==> config.mk <==
export PLATFORM = sky130hd
export DESIGN_NAME = echo_measure_flat
export DESIGN_NICKNAME = d
export VERILOG_FILES = /design/src/rtl/echo_measure_pkg.sv /design/src/rtl/echo_measure_if.sv /design/src/rtl/echo_measure_sync_edge.sv /design/src/rtl/echo_measure.sv /design/src/flat_wrapper.sv
export SDC_FILE = /design/constraint.sdc
export NUM_CORES = 1
export LEC_CHECK = 0
export ABC_AREA = 1
export BUFFER_PORTS_ARGS = -buffer_cell sky130_fd_sc_hd__clkbuf_2
export CORE_ASPECT_RATIO = 1.75
export CORE_MARGIN = 2
export CORE_UTILIZATION = 55
export DETAILED_ROUTE_END_ITERATION = 12
export PLACE_DENSITY = 0.84
export SKIP_CTS_REPAIR_TIMING = 1
export SYNTH_ARGS = -nofsm -noshare
export SYNTH_HDL_FRONTEND = slang
export SYNTH_SLANG_ARGS = --single-unit
==> constraint.sdc <==
create_clock -name clk_1m -period 2.97 [get_ports clk_1m]
set_input_delay 0.297 -clock clk_1m [delete_from_list [all_inputs] [get_ports clk_1m]]
set_output_delay 0.297 -clock clk_1m [all_outputs]
set_load 0.05 [all_outputs]
==> src/rtl/echo_measure_pkg.sv <==
// Shared ultrasonic ranging definitions: default timing limits, result bus
// widths and the echo-measurement FSM state encoding. Used by the trigger
// generator, echo_measure and the display blocks.
package echo_measure_pkg;

   localparam int unsigned WAIT_MAX_DEF  = 30000;
   localparam int unsigned ECHO_MAX_DEF  = 38000;
   localparam int unsigned US_PER_CM_DEF = 58;

   localparam int WIDTH_W = 16;
   localparam int DIST_W  = 10;

   typedef enum logic [1:0] {
      ST_IDLE      = 2'd0,
      ST_WAIT_RISE = 2'd1,
      ST_MEASURE   = 2'd2,
      ST_DRAIN     = 2'd3
   } state_t;

endpackage

==> src/rtl/echo_measure_if.sv <==
// Result bus of the echo measurement block.
//   width_us : echo-high width of the last completed measurement, in cycles
//   dist_cm  : distance of the last completed measurement, in centimetres
//   valid    : one-cycle pulse when width_us/dist_cm update
//   timeout  : one-cycle pulse when a measurement is abandoned
//   busy     : high while a measurement is in progress
// master = producer (echo_measure), slave = consumer (display, bench).
interface echo_measure_if;
   import echo_measure_pkg::*;

   logic [WIDTH_W-1:0] width_us;
   logic [DIST_W-1:0]  dist_cm;
   logic               valid;
   logic               timeout;
   logic               busy;

   modport master (output width_us, dist_cm, valid, timeout, busy);
   modport slave  (input  width_us, dist_cm, valid, timeout, busy);

endinterface

==> src/rtl/echo_measure_sync_edge.sv <==
// Two-flop synchronizer with registered level and edge pulses.
//   clk   : sampling clock
//   rst   : synchronous active-high reset
//   din   : asynchronous input
//   level : synchronized level (one register after the synchronizer)
//   rise  : one-cycle pulse, coincident with the first high cycle of level
//   fall  : one-cycle pulse, coincident with the first low cycle of level
module sync_edge (
   input  logic clk,
   input  logic rst,
   input  logic din,
   output logic level,
   output logic rise,
   output logic fall
);

   logic ff1;
   logic ff2;

   always_ff @(posedge clk) begin
      if (rst) begin
         ff1   <= 1'b0;
         ff2   <= 1'b0;
         level <= 1'b0;
         rise  <= 1'b0;
         fall  <= 1'b0;
      end else begin
         ff1   <= din;
         ff2   <= ff1;
         level <= ff2;
         rise  <= ff2 & ~level;
         fall  <= ~ff2 & level;
      end
   end

endmodule

==> src/rtl/echo_measure.sv <==
// Ultrasonic echo width / distance measurement.
//   clk_1m : 1 MHz clock, all logic on the rising edge
//   rst    : synchronous active-high reset
//   trig   : trigger pulse (synchronous); its falling edge arms a measurement
//   echo   : raw asynchronous sensor echo
//   res    : result bus (width_us, dist_cm, valid, timeout, busy)
//
// state        | meaning
// ST_IDLE      | waiting for a trig falling edge
// ST_WAIT_RISE | armed, waiting for echo to rise (bounded by WAIT_MAX cycles)
// ST_MEASURE   | echo high, counting width and centimetres
// ST_DRAIN     | width hit ECHO_MAX, waiting for echo to drop
module echo_measure
   import echo_measure_pkg::*;
#(
   parameter int unsigned WAIT_MAX  = WAIT_MAX_DEF,
   parameter int unsigned ECHO_MAX  = ECHO_MAX_DEF,
   parameter int unsigned US_PER_CM = US_PER_CM_DEF
) (
   input  logic          clk_1m,
   input  logic          rst,
   input  logic          trig,
   input  logic          echo,
   echo_measure_if.master res
);

   localparam logic [15:0] WAIT_LOAD = 16'(WAIT_MAX);
   localparam logic [15:0] ECHO_LAST = 16'(ECHO_MAX);
   localparam logic [15:0] SUB_LAST  = 16'(US_PER_CM - 1);

   state_t             state;
   logic               trig_d;
   logic [15:0]        wait_cnt;
   logic [15:0]        width_cnt;
   logic [15:0]        sub_cnt;
   logic [DIST_W-1:0]  cm_cnt;
   logic [WIDTH_W-1:0] width_q;
   logic [DIST_W-1:0]  dist_q;
   logic               valid_q;
   logic               timeout_q;
   logic               busy_q;

   logic               echo_lvl;
   logic               echo_rise;
   logic               echo_fall;

   logic [15:0]        width_nx;
   logic [15:0]        sub_nx;
   logic [DIST_W-1:0]  cm_nx;
   logic               hit_max;

   sync_edge u_sync_echo (
      .clk   (clk_1m),
      .rst   (rst),
      .din   (echo),
      .level (echo_lvl),
      .rise  (echo_rise),
      .fall  (echo_fall)
   );

   // One counted echo-high cycle. The rise cycle itself already has echo
   // high, so it counts from cleared counters; in MEASURE it continues.
   always_comb begin
      width_nx = 16'd1;
      sub_nx   = 16'd1;
      cm_nx    = '0;
      if (state == ST_MEASURE) begin
         width_nx = width_cnt + 16'd1;
         sub_nx   = sub_cnt + 16'd1;
         cm_nx    = cm_cnt;
      end
      if ((state == ST_MEASURE ? sub_cnt : 16'd0) == SUB_LAST) begin
         sub_nx = 16'd0;
         cm_nx  = (state == ST_MEASURE ? cm_cnt : '0) + 1'b1;
      end
      hit_max = (width_nx == ECHO_LAST);
   end

   always_ff @(posedge clk_1m) begin
      if (rst) begin
         state     <= ST_IDLE;
         trig_d    <= 1'b0;
         wait_cnt  <= '0;
         width_cnt <= '0;
         sub_cnt   <= '0;
         cm_cnt    <= '0;
         width_q   <= '0;
         dist_q    <= '0;
         valid_q   <= 1'b0;
         timeout_q <= 1'b0;
         busy_q    <= 1'b0;
      end else begin
         trig_d    <= trig;
         valid_q   <= 1'b0;
         timeout_q <= 1'b0;
         case (state)
            ST_IDLE: begin
               if (trig_d && !trig) begin
                  state    <= ST_WAIT_RISE;
                  wait_cnt <= WAIT_LOAD;
                  busy_q   <= 1'b1;
               end
            end
            ST_WAIT_RISE: begin
               if (echo_rise) begin
                  width_cnt <= width_nx;
                  sub_cnt   <= sub_nx;
                  cm_cnt    <= cm_nx;
                  timeout_q <= hit_max;
                  state     <= hit_max ? ST_DRAIN : ST_MEASURE;
               end else if (wait_cnt <= 16'd1) begin
                  // terminal count: WAIT_MAX cycles spent without a rise
                  wait_cnt  <= '0;
                  timeout_q <= 1'b1;
                  busy_q    <= 1'b0;
                  state     <= ST_IDLE;
               end else begin
                  wait_cnt <= wait_cnt - 16'd1;
               end
            end
            ST_MEASURE: begin
               if (echo_fall) begin
                  width_q <= width_cnt;
                  dist_q  <= cm_cnt;
                  valid_q <= 1'b1;
                  busy_q  <= 1'b0;
                  state   <= ST_IDLE;
               end else if (echo_lvl) begin
                  width_cnt <= width_nx;
                  sub_cnt   <= sub_nx;
                  cm_cnt    <= cm_nx;
                  if (hit_max) begin
                     timeout_q <= 1'b1;
                     state     <= ST_DRAIN;
                  end
               end
            end
            ST_DRAIN: begin
               // width_cnt is held at ECHO_MAX here, so it saturates
               if (!echo_lvl) begin
                  busy_q <= 1'b0;
                  state  <= ST_IDLE;
               end
            end
            default: begin
               busy_q <= 1'b0;
               state  <= ST_IDLE;
            end
         endcase
      end
   end

   assign res.width_us = width_q;
   assign res.dist_cm  = dist_q;
   assign res.valid    = valid_q;
   assign res.timeout  = timeout_q;
   assign res.busy     = busy_q;

endmodule

==> src/flat_wrapper.sv <==
// flat-port wrapper written by rule: the top's interface ports become plain ports
module echo_measure_flat import echo_measure_pkg::*;
#(
   parameter int unsigned WAIT_MAX  = WAIT_MAX_DEF,
   parameter int unsigned ECHO_MAX  = ECHO_MAX_DEF,
   parameter int unsigned US_PER_CM = US_PER_CM_DEF
)
  (clk_1m, rst, trig, echo, res_width_us, res_dist_cm, res_valid, res_timeout, res_busy);
  echo_measure_if res_i ();
  input  logic clk_1m;
  input  logic rst;
  input  logic trig;
  input  logic echo;
  output wire logic [$bits(res_i.width_us)-1:0] res_width_us;
  output wire logic [$bits(res_i.dist_cm)-1:0] res_dist_cm;
  output wire logic [$bits(res_i.valid)-1:0] res_valid;
  output wire logic [$bits(res_i.timeout)-1:0] res_timeout;
  output wire logic [$bits(res_i.busy)-1:0] res_busy;
  assign res_width_us = res_i.width_us;
  assign res_dist_cm = res_i.dist_cm;
  assign res_valid = res_i.valid;
  assign res_timeout = res_i.timeout;
  assign res_busy = res_i.busy;
  echo_measure #(.WAIT_MAX(WAIT_MAX), .ECHO_MAX(ECHO_MAX), .US_PER_CM(US_PER_CM)) u_core (.clk_1m(clk_1m), .rst(rst), .trig(trig), .echo(echo), .res(res_i));
endmodule
Yosys cells after proc, flatten, opt, wreduce, memory -nomap -nowiden
Cells that the tools add are included.

Equal/unequal tests: 16. Multipliers: 0. Muxes and demuxes: 44. Add/subtract/negate cells: 4. Shift-type cells: 0. Bitwise gates (word level): 5. Divide/modulo/power cells: 0. Reductions and logical operators: 11. Magnitude comparators: 1.

Operators with widths (count): 16-bit 2-to-1 mux (13); 16-bit case mux with 2 select lines (3); 10-bit 2-to-1 mux (5); 16-bit by 1-bit adder with 16-bit output (second input constant) (2); 10-bit case mux with 2 select lines (1); 16-bit == test (second input constant) (1); 16-bit by 6-bit == test with 1-bit output (second input constant) (1); 16-bit by 1-bit <= comparator with 1-bit output (second input constant) (1); 16-bit by 1-bit subtractor with 16-bit output (second input constant) (1); 2-bit 2-to-1 mux (7); 1-bit 2-to-1 mux (12); 2-bit != test (second input constant) (6); 10-bit by 1-bit adder with 10-bit output (second input constant) (1); 5-bit AND reduction (2); 2-bit case mux with 4 select lines (1); 3-bit by 2-bit != test with 1-bit output (second input constant) (2); 2-bit == test (second input constant) (2); 2-bit by 1-bit != test with 1-bit output (second input constant) (2); 1-bit case mux with 4 select lines (1); 4-bit AND reduction (1); 2-bit nonzero test (2); 3-bit != test (second input constant) (1); 1-bit inverter (3); 3-bit AND reduction (1); other kinds (8) (9).

Logic and storage cells: 97. Latch bits: 0. Memories: 0. Input bits: 4. ROM bits: 0. Flip-flop bits (word level): 95. RAM bits: 0. Output and inout bits: 29.

Longest topological paths before layout
Depth after elaboration: 7. Depth in mapped cells: 15. Mapped depth without buffers: 15.

Cells and area by module
Synthesis repeated with hierarchy kept, for this count alone.

Cell total of the unflattened synthesis: 698. Area, all modules: 4906.0 um^2.

By module, submodules not included: echo_measure (area an instance 4765.8 um^2, cells an instance 683, instances 1, seq. area each 1801.7 um^2); sync_edge (area an instance 140.1 um^2, cells an instance 15, instances 1, seq. area each 100.1 um^2).

Least setup slack after synthesis
OpenSTA, ideal clock, no wires.

Path kind: flip-flop to flip-flop. From: reg u_core.state[0]. To: reg u_core.cm_cnt[8]. Slack: 863 ps. Required time: 2851 ps. Period minus slack after synthesis: 2107 ps. Data arrival time: 1988 ps. Path buffers: 2. Library setup time: 119 ps. Stages on the path, launching flop included: 15. Cell sequence: dfxtp_1 -> inv_1 -> ha_1 -> buf_2 -> buf_2 -> nand2_1 -> inv_1 -> ha_1 -> nand2_1 -> nor2_1 -> nand3_1 -> nor2_1 -> nand4_1 -> o21ai_0 -> a21oi_1.

Cells in the longest elaborated chain, start to end: 7. Elaborated cells on any way between the ends: 16. Classes of those cells: add/sub: 1; eq/ne: 6; mux: 7; reduce/logical: 2.

RTL lines: from (decl) (RTL line echo_measure.sv:31) `state_t state;`; from (signal assigned) (RTL line echo_measure.sv:110) `state <= hit_max ? ST_DRAIN : ST_MEASURE;`; 2-bit == test; 10-bit 2-to-1 mux / 16-bit 2-to-1 mux (equally long branches) (RTL line echo_measure.sv:67, echo_measure.sv:74, echo_measure.sv:72); 10-bit by 1-bit adder with 10-bit output / 16-bit by 6-bit == test with 1-bit output (equally long branches) (RTL line echo_measure.sv:74, echo_measure.sv:72); 10-bit 2-to-1 mux (RTL line echo_measure.sv:72) `if ((state == ST_MEASURE ? sub_cnt : 16'd0) == SUB_LAST) begin`; 10-bit 2-to-1 mux (RTL line echo_measure.sv:128) `end else if (echo_lvl) begin`; 10-bit 2-to-1 mux (RTL line echo_measure.sv:122) `if (echo_fall) begin`; 10-bit case mux with 2 select lines (RTL line echo_measure.sv:96) `case (state)`; to (signal assigned) (RTL line echo_measure.sv:108) `cm_cnt <= cm_nx;`; to (signal assigned) (RTL line echo_measure.sv:131) `cm_cnt <= cm_nx;`; to (decl) (RTL line echo_measure.sv:36) `logic [DIST_W-1:0] cm_cnt;`.

Several ways; a longest one is shown, not always the timed one. The select of a mux whose other input is x is not followed. A chain may end at the register's enable or synchronous reset.

Worst setup path in the final report
From: reg u_core.state[0]. To: reg u_core.cm_cnt[5].

The elaborated chain is that of the path after synthesis.

==> results.ini <==
[critical_path]
regToRegStartpoint=u_core.state[0]
cp_data_arrival_time_ps=2860
critPathCaptureType=flop
rrSetupSlack_ps=340
r2r-end=u_core.cm_cnt[5]
worstSetupPathType=flop to flop
startpoint=u_core.state[0]
cp_max_fo=21
cp-start-kind=flop
crit_required_ps=3200
critPathCapture=u_core.cm_cnt[5]
reg2reg_depth=13

[placed_design]
port_buffers=32
dp.cells=837
routabilityCongestion=0.9834
post-dp-hpwl_um=8398
place_ws_ps=346.2

[timing]
max_slew_margin_pct=55.80
min_period_ps=2634
rsz0062_at_grt=no
drv_slew=0
setup_viol=0
skew_ps=5.315
worstMarginPinSlew_ps=658.9
post-route-period-util_pct=88.67
fin_ws_ps=336.5
max_freq_mhz=379.7
hold_violations=0
setup-tns-final_ps=0
whs_ps=147.5

[cells_and_area]
drive_gt1_share_pct=10.60
final_cell_count_no_fill=853
final_common_cell=nand2_1
antennaDiodeCount=0
layout_common_cells=nand2_1 (127), nor2_1 (108), dfxtp_1 (95), inv_1 (77), o21ai_0 (53)
fillers=790
synthToLayoutAreaGrowth_pct=11.71
fin_nets=745

[global_route]
grt_max_degree=36
grt_pass1_wl_um=20020
overflow=0
grt_pass1_vias=4608
grt_usage_pct=26.44
antenna_found_initial=0

[power]
p_leak_nw=2.147
power_density_nw_per_um2=695.2
ir_drop_uv=402.6

[outcome]
status=complete, no violations

[logic_synthesis]
synth_top_area_share_pct=39.31
synthesis.nets=719
syn_area_sq_um=4838
synth_cells=705
syn_avg_cell_area_sq_um=6.863
ys_seq_elements=95
synth_area_leaders=dfxtp_1 (39%), nand2_1 (9.9%), nor2_1 (8.4%), inv_1 (6.0%), o21ai_0 (5.5%)
seq_area_frac_synth_pct=39.31
yosysWarnings=0
ys_types=39
synth_top_area_cell=dfxtp_1
synth_edf_count=0
synth_ff_type=dfxtp_1
synthArstFlopShare_pct=0

[flow_run]
maxCapViolCount=0

[cts]
h-tree-depth=3
cts.sinks=95
cts_buffer_depth=2
clkLatencyLatePin_ps=350
clockRootBuffer=clkbuf_16
clk_pin_slew_ps=70
cts_buffers=9
cts_tree=built

[floorplanning]
die_area_sq_um=9593
chipWidth_um=74.90
pin_count=33
fp.coreArea_sq_um=8615
start_util_pct=56.17
row_count=45
die_height_um=128.1

[routing]
ant_nets=0
drtIter0Drc=571
dr.pass1.iters=8
wl_um=11850
post-route-drc-count=0
post_drt_wl_per_cell_um=13.89
vias=4828
via_per_inst=5.660

[hold_path]
hold_path_class=input port to flop

-- metrics by stage --
stage	power (W)	instance area, sq um	utilization, %
floorplan	0.002324	4838	-
global placement	0.002514	5086	59.04
detailed placement	0.002543	5086	59.04
CTS	0.003753	5405	62.75
global route	0.003970	5405	62.75
finish	0.003758	5405	62.75
-- cell families after synthesis --
group	synth area share, %
AO/OA/AOI/OAI	14.87
buffers and inverters	8.508
adder cells (fa/ha/maj)	2.586
flip-flops	39.31
XOR/XNOR	2.172
AND/OR/NAND/NOR	32.56
-- final cells by class --
type                    instances  area (sq um)  share of cell area (%)
repair buffers                 37         197.7                   3.657
clock buffers                  12         266.5                   4.931
inverters                      84         315.3                   5.833
multi-input cells             504          2525                   46.71
well taps                     117         146.4                   2.708
clock inverters                 4         52.55                  0.9722
flip-flops and latches         95          1902                   35.19
-- routing by layer --
layer | vias to the layer above | wire, um | track usage (%)
met5 | - | 0 | 0
met2 | 201 | 6241 | 44.58
li1 | 2383 | - | -
met4 | 0 | 432 | 14.60
met1 | 2204 | 4466 | 30.16
met3 | 40 | 711 | 5.346
-- cells in the mapped netlist, drive strengths merged (3+ instances only) --
| cell | count |
|---|---|
| ha | 10 |
| buf | 9 |
| dfxtp | 95 |
| a22oi | 4 |
| a21oi | 50 |
| nor4 | 3 |
| xor2 | 10 |
| a211oi | 4 |
| nand4 | 19 |
| nand2 | 130 |
| nor3b | 3 |
| a221oi | 9 |
| nor2 | 118 |
| nand3b | 3 |
| o21ai | 55 |
| nor3 | 26 |
| inv | 82 |
| clkbuf | 13 |
| nand3 | 49 |
-- worst min path at each step --
stage                                       from                      to  slack (ps)  depth (start not counted)
after floorplan           u_core.u_sync_echo.ff1  u_core.u_sync_echo.ff2         390                          2
after global placement    u_core.u_sync_echo.ff1  u_core.u_sync_echo.ff2         400                          2
after detailed placement  u_core.u_sync_echo.ff1  u_core.u_sync_echo.ff2         410                          2
after CTS                                   echo  u_core.u_sync_echo.ff1         150                          3
after global routing                        echo  u_core.u_sync_echo.ff1         160                          3
final                                       echo  u_core.u_sync_echo.ff1         150                          3
-- state kept, by name (all words and copies together), names as in the netlist, 2 cells and up --
register	count
u_core.wait_cnt	16
u_core.state	2
u_core.sub_cnt	16
u_core.res.dist_cm	10
u_core.res.width_us	16
u_core.width_cnt	16
u_core.cm_cnt	10
-- report_power, final --
group / switching, W / total [W] / internal (W)
combinational: 0.000723 / 0.00107 / 0.000349
clock: 0.000497 / 0.00122 / 0.000721
sequential: 0.0000917 / 0.00147 / 0.00138
-- critical path, stage by stage, from the launching register on --
cell and delay, ps:
dfxtp_1 330, inv_1 120, ha_1 370, inv_2 120
nor2_4 140, inv_2 60, nor3_2 240, inv_2 60
nand2_2 230, inv_2 240, nor2_4 220, nand2_1 130
nor3_1 200, nor3b_2 70
No activity file was read; power rests on OpenSTA's default activity.
